## src/rtl/sdram_port_arb.sv

```systemverilog
// Round-robin arbiter multiplexing NPORTS requesters onto a single-command SDRAM controller port.
// One command is outstanding at a time; a watchdog aborts a stuck ISSUE or RD_WAIT phase.
module sdram_port_arb #(
  parameter int NPORTS  = 4,
  parameter int ADDR_W  = 24,
  parameter int TIMEOUT = 4096
) (
  input  logic                     clk,
  input  logic                     rst_n,
  input  logic [NPORTS-1:0]        req_valid,
  input  logic [NPORTS-1:0]        req_write,
  input  logic [NPORTS*ADDR_W-1:0] req_addr,
  input  logic [NPORTS*16-1:0]     req_wdata,
  output logic [NPORTS-1:0]        req_ready,
  output logic [NPORTS-1:0]        resp_valid,
  output logic [15:0]              resp_rdata,
  input  logic [NPORTS-1:0]        resp_ready,
  output logic                     m_cmd_valid,
  output logic                     m_cmd_write,
  output logic [ADDR_W-1:0]        m_cmd_addr,
  output logic [15:0]              m_cmd_wdata,
  input  logic                     m_cmd_ready,
  input  logic                     m_rsp_valid,
  input  logic [15:0]              m_rsp_rdata,
  output logic                     m_rsp_ready,
  output logic [2:0]               grant_id,
  output logic                     busy,
  output logic                     timeout_err
);

  localparam int WD_W = $clog2(TIMEOUT + 1);

  localparam logic [1:0] ARB     = 2'd0;
  localparam logic [1:0] ISSUE   = 2'd1;
  localparam logic [1:0] RD_WAIT = 2'd2;

  logic [1:0]        state;
  logic [2:0]        last_grant;
  logic [2:0]        owner;
  logic              hold_write;
  logic [ADDR_W-1:0] hold_addr;
  logic [15:0]       hold_wdata;
  logic [WD_W-1:0]   wdog;
  logic              err;

  logic              hi_found, any_req;
  logic [2:0]        hi_idx, lo_idx, sel;
  logic              sel_write, own_ready;
  logic [ADDR_W-1:0] sel_addr;
  logic [15:0]       sel_wdata;
  logic              accept, cmd_hs, rsp_hs, wd_expire;

  function automatic logic [NPORTS-1:0] onehot(input logic [2:0] idx);
    onehot = '0;
    for (int i = 0; i < NPORTS; i++) begin
      if (idx == 3'(i)) onehot[i] = 1'b1;
    end
  endfunction

  // Rotating priority: lowest requesting index above last_grant wins, else lowest overall (wrap).
  always_comb begin
    hi_found = 1'b0;
    any_req  = 1'b0;
    hi_idx   = '0;
    lo_idx   = '0;
    for (int i = NPORTS - 1; i >= 0; i--) begin
      if (req_valid[i]) begin
        any_req = 1'b1;
        lo_idx  = 3'(i);
        if (i > int'(last_grant)) begin
          hi_found = 1'b1;
          hi_idx   = 3'(i);
        end
      end
    end
    sel = hi_found ? hi_idx : lo_idx;
  end

  always_comb begin
    sel_write = 1'b0;
    sel_addr  = '0;
    sel_wdata = '0;
    own_ready = 1'b0;
    for (int i = 0; i < NPORTS; i++) begin
      if (sel == 3'(i)) begin
        sel_write = req_write[i];
        sel_addr  = req_addr[i*ADDR_W +: ADDR_W];
        sel_wdata = req_wdata[i*16 +: 16];
      end
      if (owner == 3'(i)) own_ready = resp_ready[i];
    end
  end

  assign accept    = (state == ARB) && any_req;
  assign cmd_hs    = (state == ISSUE) && m_cmd_ready;
  assign rsp_hs    = (state == RD_WAIT) && m_rsp_valid && own_ready;
  assign wd_expire = (state != ARB) && (wdog == WD_W'(TIMEOUT - 1));

  always_ff @(posedge clk or negedge rst_n) begin
    if (!rst_n) begin
      state      <= ARB;
      last_grant <= 3'(NPORTS - 1);
      owner      <= '0;
      hold_write <= 1'b0;
      hold_addr  <= '0;
      hold_wdata <= '0;
      wdog       <= '0;
      err        <= 1'b0;
    end else begin
      case (state)
        ARB: begin
          wdog <= '0;
          if (accept) begin
            hold_write <= sel_write;
            hold_addr  <= sel_addr;
            hold_wdata <= sel_wdata;
            owner      <= sel;
            last_grant <= sel;
            state      <= ISSUE;
          end
        end
        ISSUE: begin
          if (cmd_hs) begin
            wdog  <= '0;
            state <= hold_write ? ARB : RD_WAIT;
          end else if (wd_expire) begin
            wdog  <= '0;
            err   <= 1'b1;
            state <= ARB;
          end else begin
            wdog <= wdog + 1'b1;
          end
        end
        RD_WAIT: begin
          if (rsp_hs) begin
            wdog  <= '0;
            state <= ARB;
          end else if (wd_expire) begin
            wdog  <= '0;
            err   <= 1'b1;
            state <= ARB;
          end else begin
            wdog <= wdog + 1'b1;
          end
        end
        default: state <= ARB;
      endcase
    end
  end

  // req_ready is combinational, so it is masked while reset is held.
  assign req_ready   = (rst_n && accept) ? onehot(sel) : '0;
  assign resp_valid  = ((state == RD_WAIT) && m_rsp_valid) ? onehot(owner) : '0;
  assign m_rsp_ready = (state == RD_WAIT) ? own_ready : 1'b1;
  assign resp_rdata  = m_rsp_rdata;
  assign m_cmd_valid = (state == ISSUE);
  assign m_cmd_write = hold_write;
  assign m_cmd_addr  = hold_addr;
  assign m_cmd_wdata = hold_wdata;
  assign grant_id    = owner;
  assign busy        = (state != ARB);
  assign timeout_err = err;

endmodule

```

## config.mk

```make
export PLATFORM = sky130hd
export DESIGN_NAME = sdram_port_arb
export DESIGN_NICKNAME = d
export VERILOG_FILES = /design/src/rtl/sdram_port_arb.sv
export SDC_FILE = /design/constraint.sdc
export NUM_CORES = 1
export LEC_CHECK = 0
export CAP_MARGIN = 20
export CORE_ASPECT_RATIO = 0.7
export CORE_MARGIN = 3
export CORE_UTILIZATION = 40
export DETAILED_ROUTE_END_ITERATION = 6
export PLACE_DENSITY = 0.88
export SYNTH_ARGS = -nofsm -noshare
export SYNTH_HDL_FRONTEND = slang
export SYNTH_SLANG_ARGS = --single-unit
```

## constraint.sdc

```tcl
create_clock -name clk -period 4.6 [get_ports clk]
set_input_delay 0.92 -clock clk [delete_from_list [all_inputs] [get_ports clk]]
set_output_delay 0.92 -clock clk [all_outputs]
set_load 0.02 [all_outputs]
```

Word-level counts from Yosys, hierarchy flattened
Cells that the tools add are included.
Widths: inputs -> output; s select.
- shift operators: 0
- reduce and logical (&&, ||, !) cells: 14
- $mul: 0
- bitwise logic cells: 0
- add/sub/neg operators: 1
- equal/unequal tests: 12
- multiplexer cells: 62
- div/mod/pow operators: 0
- magnitude comparators: 3
- operators with widths (cell ; number):
    $mux 24 ; 4
    $mux 16 ; 4
    $mux 13 ; 3
    $pmux 13 s3 ; 1
    $mux 1 ; 30
    $mux 3 ; 8
    $mux 2 ; 8
    $add 13x1->13 const B ; 1
    $eq 13x12->1 const B ; 1
    $eq 3x2->1 const B ; 4
    $mux 4 ; 2
    $eq 3x1->1 const B ; 2
    $gt 2x3->1 const A ; 2
    $logic_and 1x1->1 ; 6
    $logic_not 3->1 ; 2
    $ne 2x2->1 const B ; 3
    $pmux 2 s3 ; 1
    $reduce_bool 2->1 ; 2
    $gt 1x3->1 const A ; 1
    $reduce_and 3->1 ; 1
    $reduce_bool 3->1 ; 1
    $eq 2x1->1 const B ; 1
    $eq 2x2->1 const B ; 1
    $logic_not 2->1 ; 1
    2 further kinds ; 2
- output and inout port bits: 72
- word-level logic and storage cells: 100
- input bits: 192
- register bits after elaboration: 63
- bits in latches: 0
- bits in read-only memories: 0
- RAM bits: 0
- memories: 0

Depth between registers and ports, before layout
- depth in word-level cells: 13
- gate-level depth with buffers: 8
- gate-level depth less buffers: 7

Least setup slack after synthesis
No wires, ideal clock.
- kind: input to output
- from: input port req_valid[1]
- to: output port req_ready[0]
- stages: 7
- arrival time: 2.477 ns
- required time: 3.680 ns
- path buffers: 3
- path slack: 1.203 ns
- path through: clkbuf_1 nor2b_1 o21a_1 a221oi_4 buf_2 buf_4 and4_1
- cells in the longest elaborated chain, start to end: 6
- elaborated cells between the ends (all ways): 12
- classes of those cells: mux (9); reduce/logical (3)
- ends and longest elaborated chain (element ; line ; RTL):
    start: declaration ; 10 ; input logic [NPORTS-1:0] req_valid,
    $mux 3 (2 in a row) ; 67 ; if (req_valid[i]) begin
    $mux 3 ; 76 ; sel = hi_found ? hi_idx : lo_idx;
    $logic_not 3->1 ; 56 ; if (idx == 3'(i)) onehot[i] = 1'b1;
    $mux 1 ; 56 ;
    $mux 4 * ; 152 ; assign req_ready = (rst_n && accept) ? onehot(sel) : '0;
    end: declaration ; 14 ; output logic [NPORTS-1:0] req_ready,
Every way passes the cells marked *; elsewhere a longest branch is shown, timed or not.

Final worst setup path
Same ends and word-level chain as after synthesis.

==> results by group <==
Yosys
  – Ys async rst share: 1.00
  – Synthesized area per cell: 8.67 um2
  – Synth Cell Area: about 4100 um2
  – Post-synth top area cell: dfrtp_1
  – Cells after Synth: about 470
  – Synth Register Bits: 61
  – Yosys warning count: 0
  – Library cells used by synthesis: 48
  – Top cells by area, synth: dfrtp_1, a22oi_1, a21oi_1
  – Commonest register cell after synthesis: dfrtp_1
  – Most frequent cells after synthesis: dfrtp_1, a21oi_1, o21ai_0, a22oi_1, nor2_1
  – Yosys top cell area share: 0.363
  – Mapped Nets: 667
  – Sequential area share after synthesis: 0.376
  – Post-synth EDFFs: 0
  – Most frequent cell after synthesis: dfrtp_1

Clocking
  – Clk Latency, worst-skew pair: 0.32 ns
  – CTS root buf: clkbuf_16
  – Maximum clock path buffer count: 2
  – CTS Hold Bufs: 0
  – CTS buffer count: 9
  – TritonCTS Sinks: approximately 60
  – Depth of the CTS H-tree: 3
  – Post-CTS setup buffers: 0
  – CTS clk-pin slew, worst paths: 0.05 ns
  – CTS tree: done
  – Post-CTS resize count: 0

Routing
  – Routed len/inst: between 15 and 20 um
  – Initial detailed-routing violation count: 314
  – Vias per inst: 5.86
  – Final wirelength: approximately 16000 um
  – Drt pass-1 iters: 5
  – DRC viols: 0
  – Antenna-violating nets left: 0
  – Via count: around 4700

Worst setup path
  – WP data required: roughly 3.7 ns
  – CP cell instances: clkdlybuf4s50_1 > nor2b_1 > o21a_1 > a221oi_4 > and4_1 > clkdlybuf4s50_1
  – CP Class: in2out
  – CP peak stage delay: approximately 0.66 ns
  – Crit end category: primary output
  – Worst-path fanout max: 8
  – Slowest library cell on the worst path: clkdlybuf4s50_1
  – Worst path arrival time: 3.03 ns
  – Startpoint Class: input port
  – Most used cell, CP: clkdlybuf4s50_1

Finish
  – Layout Nets: around 870
  – Area growth syn-to-layout: 63.2%
  – Cell area after layout: around 6600 um2
  – Ant diodes: 0
  – Share of layout cells above drive strength 1: 0.0775

Power
  – Design Power: between 3000 and 4000 uW
  – P_leak: between 0.002 and 0.003 uW
  – Pwr Density: around 590 nW/um2
  – Peak VDD IR: around 0.35 mV

GRT
  – Largest net degree at the start of global routing: 44
  – Gr usage total: 0.273
  – GRT Residual Overflow: 0
  – Vias in the first global route: roughly 5000
  – First-pass GRT wire length: 25000 um
  – Initial antenna violation count: 0

Placed design
  – Port Buffer Count: 230
  – Placed cell area: 6350 um2
  – Routability cong.: between 0.8 and 0.9
  – Placed wire-length estimate: between 10000 and 15000 um
  – Pre-CTS WS: about 0.66 ns

STA
  – Hold WS: about 0.48 ns
  – Max frequency: between 200 and 300 MHz
  – Clock period minus worst slack: slightly below 4 ns
  – Worst-Margin Slew: roughly 0.74 ns
  – Clock Skew: between 0.009 and 0.01 ns
  – RSZ-0062 raised after global routing: no
  – Slew Viols, Final: 0
  – Max-Slew Margin vs Limit: 0.503
  – Post-route setup slack: between 0.6 and 0.7 ns
  – Final Hold Vio Count: 0
  – Setup tns final: 0 ns
  – Setup violations, final: 0
  – Period utilization: 0.859

Run status
  – Status: complete, no violations

Floorplan
  – Core Region: ~9800 um2
  – Row Count: 30
  – Die Area: approximately 11000 um2
  – I/O pins: between 200 and 300
  – Initial Util: 0.415
  – Die Wd: between 100 and 150 um
  – Die height: 90.4 um

Job
  – Max cap viols: 0

Hold path
  – Hold Path Class: reg2reg
-- layer usage --
| metal | global-route usage | up-vias | share of wire |
|---|---|---|---|
| met5 | 0 | - | 0 |
| met4 | 0.0920 | 0 | 0.023 |
| met3 | 0.0916 | 32 | 0.093 |
| met2 | 0.463 | 242 | 0.50 |
| met1 | 0.323 | 2267 | 0.38 |
| li1 | - | 2139 | - |
-- cell type report --
type	count	area, um2
Fill cell	754	3160
Clock inverter	1	5.00
Tap cell	128	160
Timing Repair Buffer	244	2400
Inverter	9	33.8
Sequential cell	61	1530
Multi-Input combinational cell	343	2230
Clock buffer	13	280
-- cell families (layout without fill, tap and decap cells) --
kind of cell             after synthesis  after routing  share of synthesized area
AO/OA/AOI/OAI                        197            197                      0.325
XOR/XNOR                               1              1                    0.00215
adder cells (fa/ha/maj)                6              6                     0.0185
buffers and inverters                 65            267                     0.0824
flip-flops                            61             61                      0.376
multiplexers                           8              8                     0.0249
other                                  1              1                   0.000922
AND/OR/NAND/NOR                      130            130                      0.170
-- sequential cells by signal, summed over array words and instances (netlist names) --
name and flops:
last_grant 2, m_cmd_write 1, grant_id 2, m_cmd_addr 24
timeout_err 1, m_cmd_wdata 16, state 2, wdog 13
-- cells in the final DEF (no fill, tap or decap), drive strengths merged, types with 2 or more instances in the layout --
| cell | n |
|---|---|
| a21o | 6 |
| a21oi | 42 |
| a221oi | 21 |
| a22o | 8 |
| a22oi | 35 |
| and2 | 3 |
| and3 | 26 |
| buf | 15 |
| clkbuf | 13 |
| clkdlybuf4s50 | 229 |
| dfrtp | 59 |
| dfstp | 2 |
| ha | 6 |
| inv | 9 |
| mux2 | 7 |
| nand2 | 18 |
| nand2b | 21 |
| nand3 | 11 |
| nand4 | 3 |
| nor2 | 34 |
| nor2b | 2 |
| nor3 | 3 |
| nor4 | 2 |
| o21a | 3 |
| o21ai | 50 |
| o22ai | 22 |
| o311ai | 4 |
| or2 | 2 |
| or4 | 2 |
-- power breakdown --
| part | switching (uW) | internal, uW | total (uW) |
|---|---|---|---|
| logic | 1310 | 1020 | 2330 |
| registers | 173 | 771 | 944 |
| clock network | 225 | 416 | 641 |
| total | 1710 | 2210 | 3920 |
-- critical path: cells and delay by family --
kind | cells | cell delay, ns
buf+inv | 2 | 1.23
compound gates | 2 | 0.39
simple gates | 2 | 0.48
-- per-stage QoR --
| stage | util | instances |
|---|---|---|
| finish | 0.678 | 799 |
| global route | 0.678 | 799 |
| CTS | 0.678 | 799 |
| detailed placement | 0.649 | 785 |
| global placement | 0.649 | 785 |
| floorplan | - | 469 |
-- path summary, 6_finish.rpt --
kind / endpoint / slack [ns] / cells after the start / start
min: timeout_err / 0.48 / 1 / timeout_err
max in group asynchronous: last_grant[0] / 3.03 / 2 / rst_n
min in group asynchronous: m_cmd_addr[5] / 0.61 / 1 / rst_n
max: req_ready[0] / 0.65 / 6 / req_valid[1]
min reg2reg: timeout_err / 0.48 / 1 / timeout_err
max reg2reg: m_cmd_addr[22] / 1.86 / 7 / last_grant[1]
Note: power is estimated with default switching activity, not from simulation.
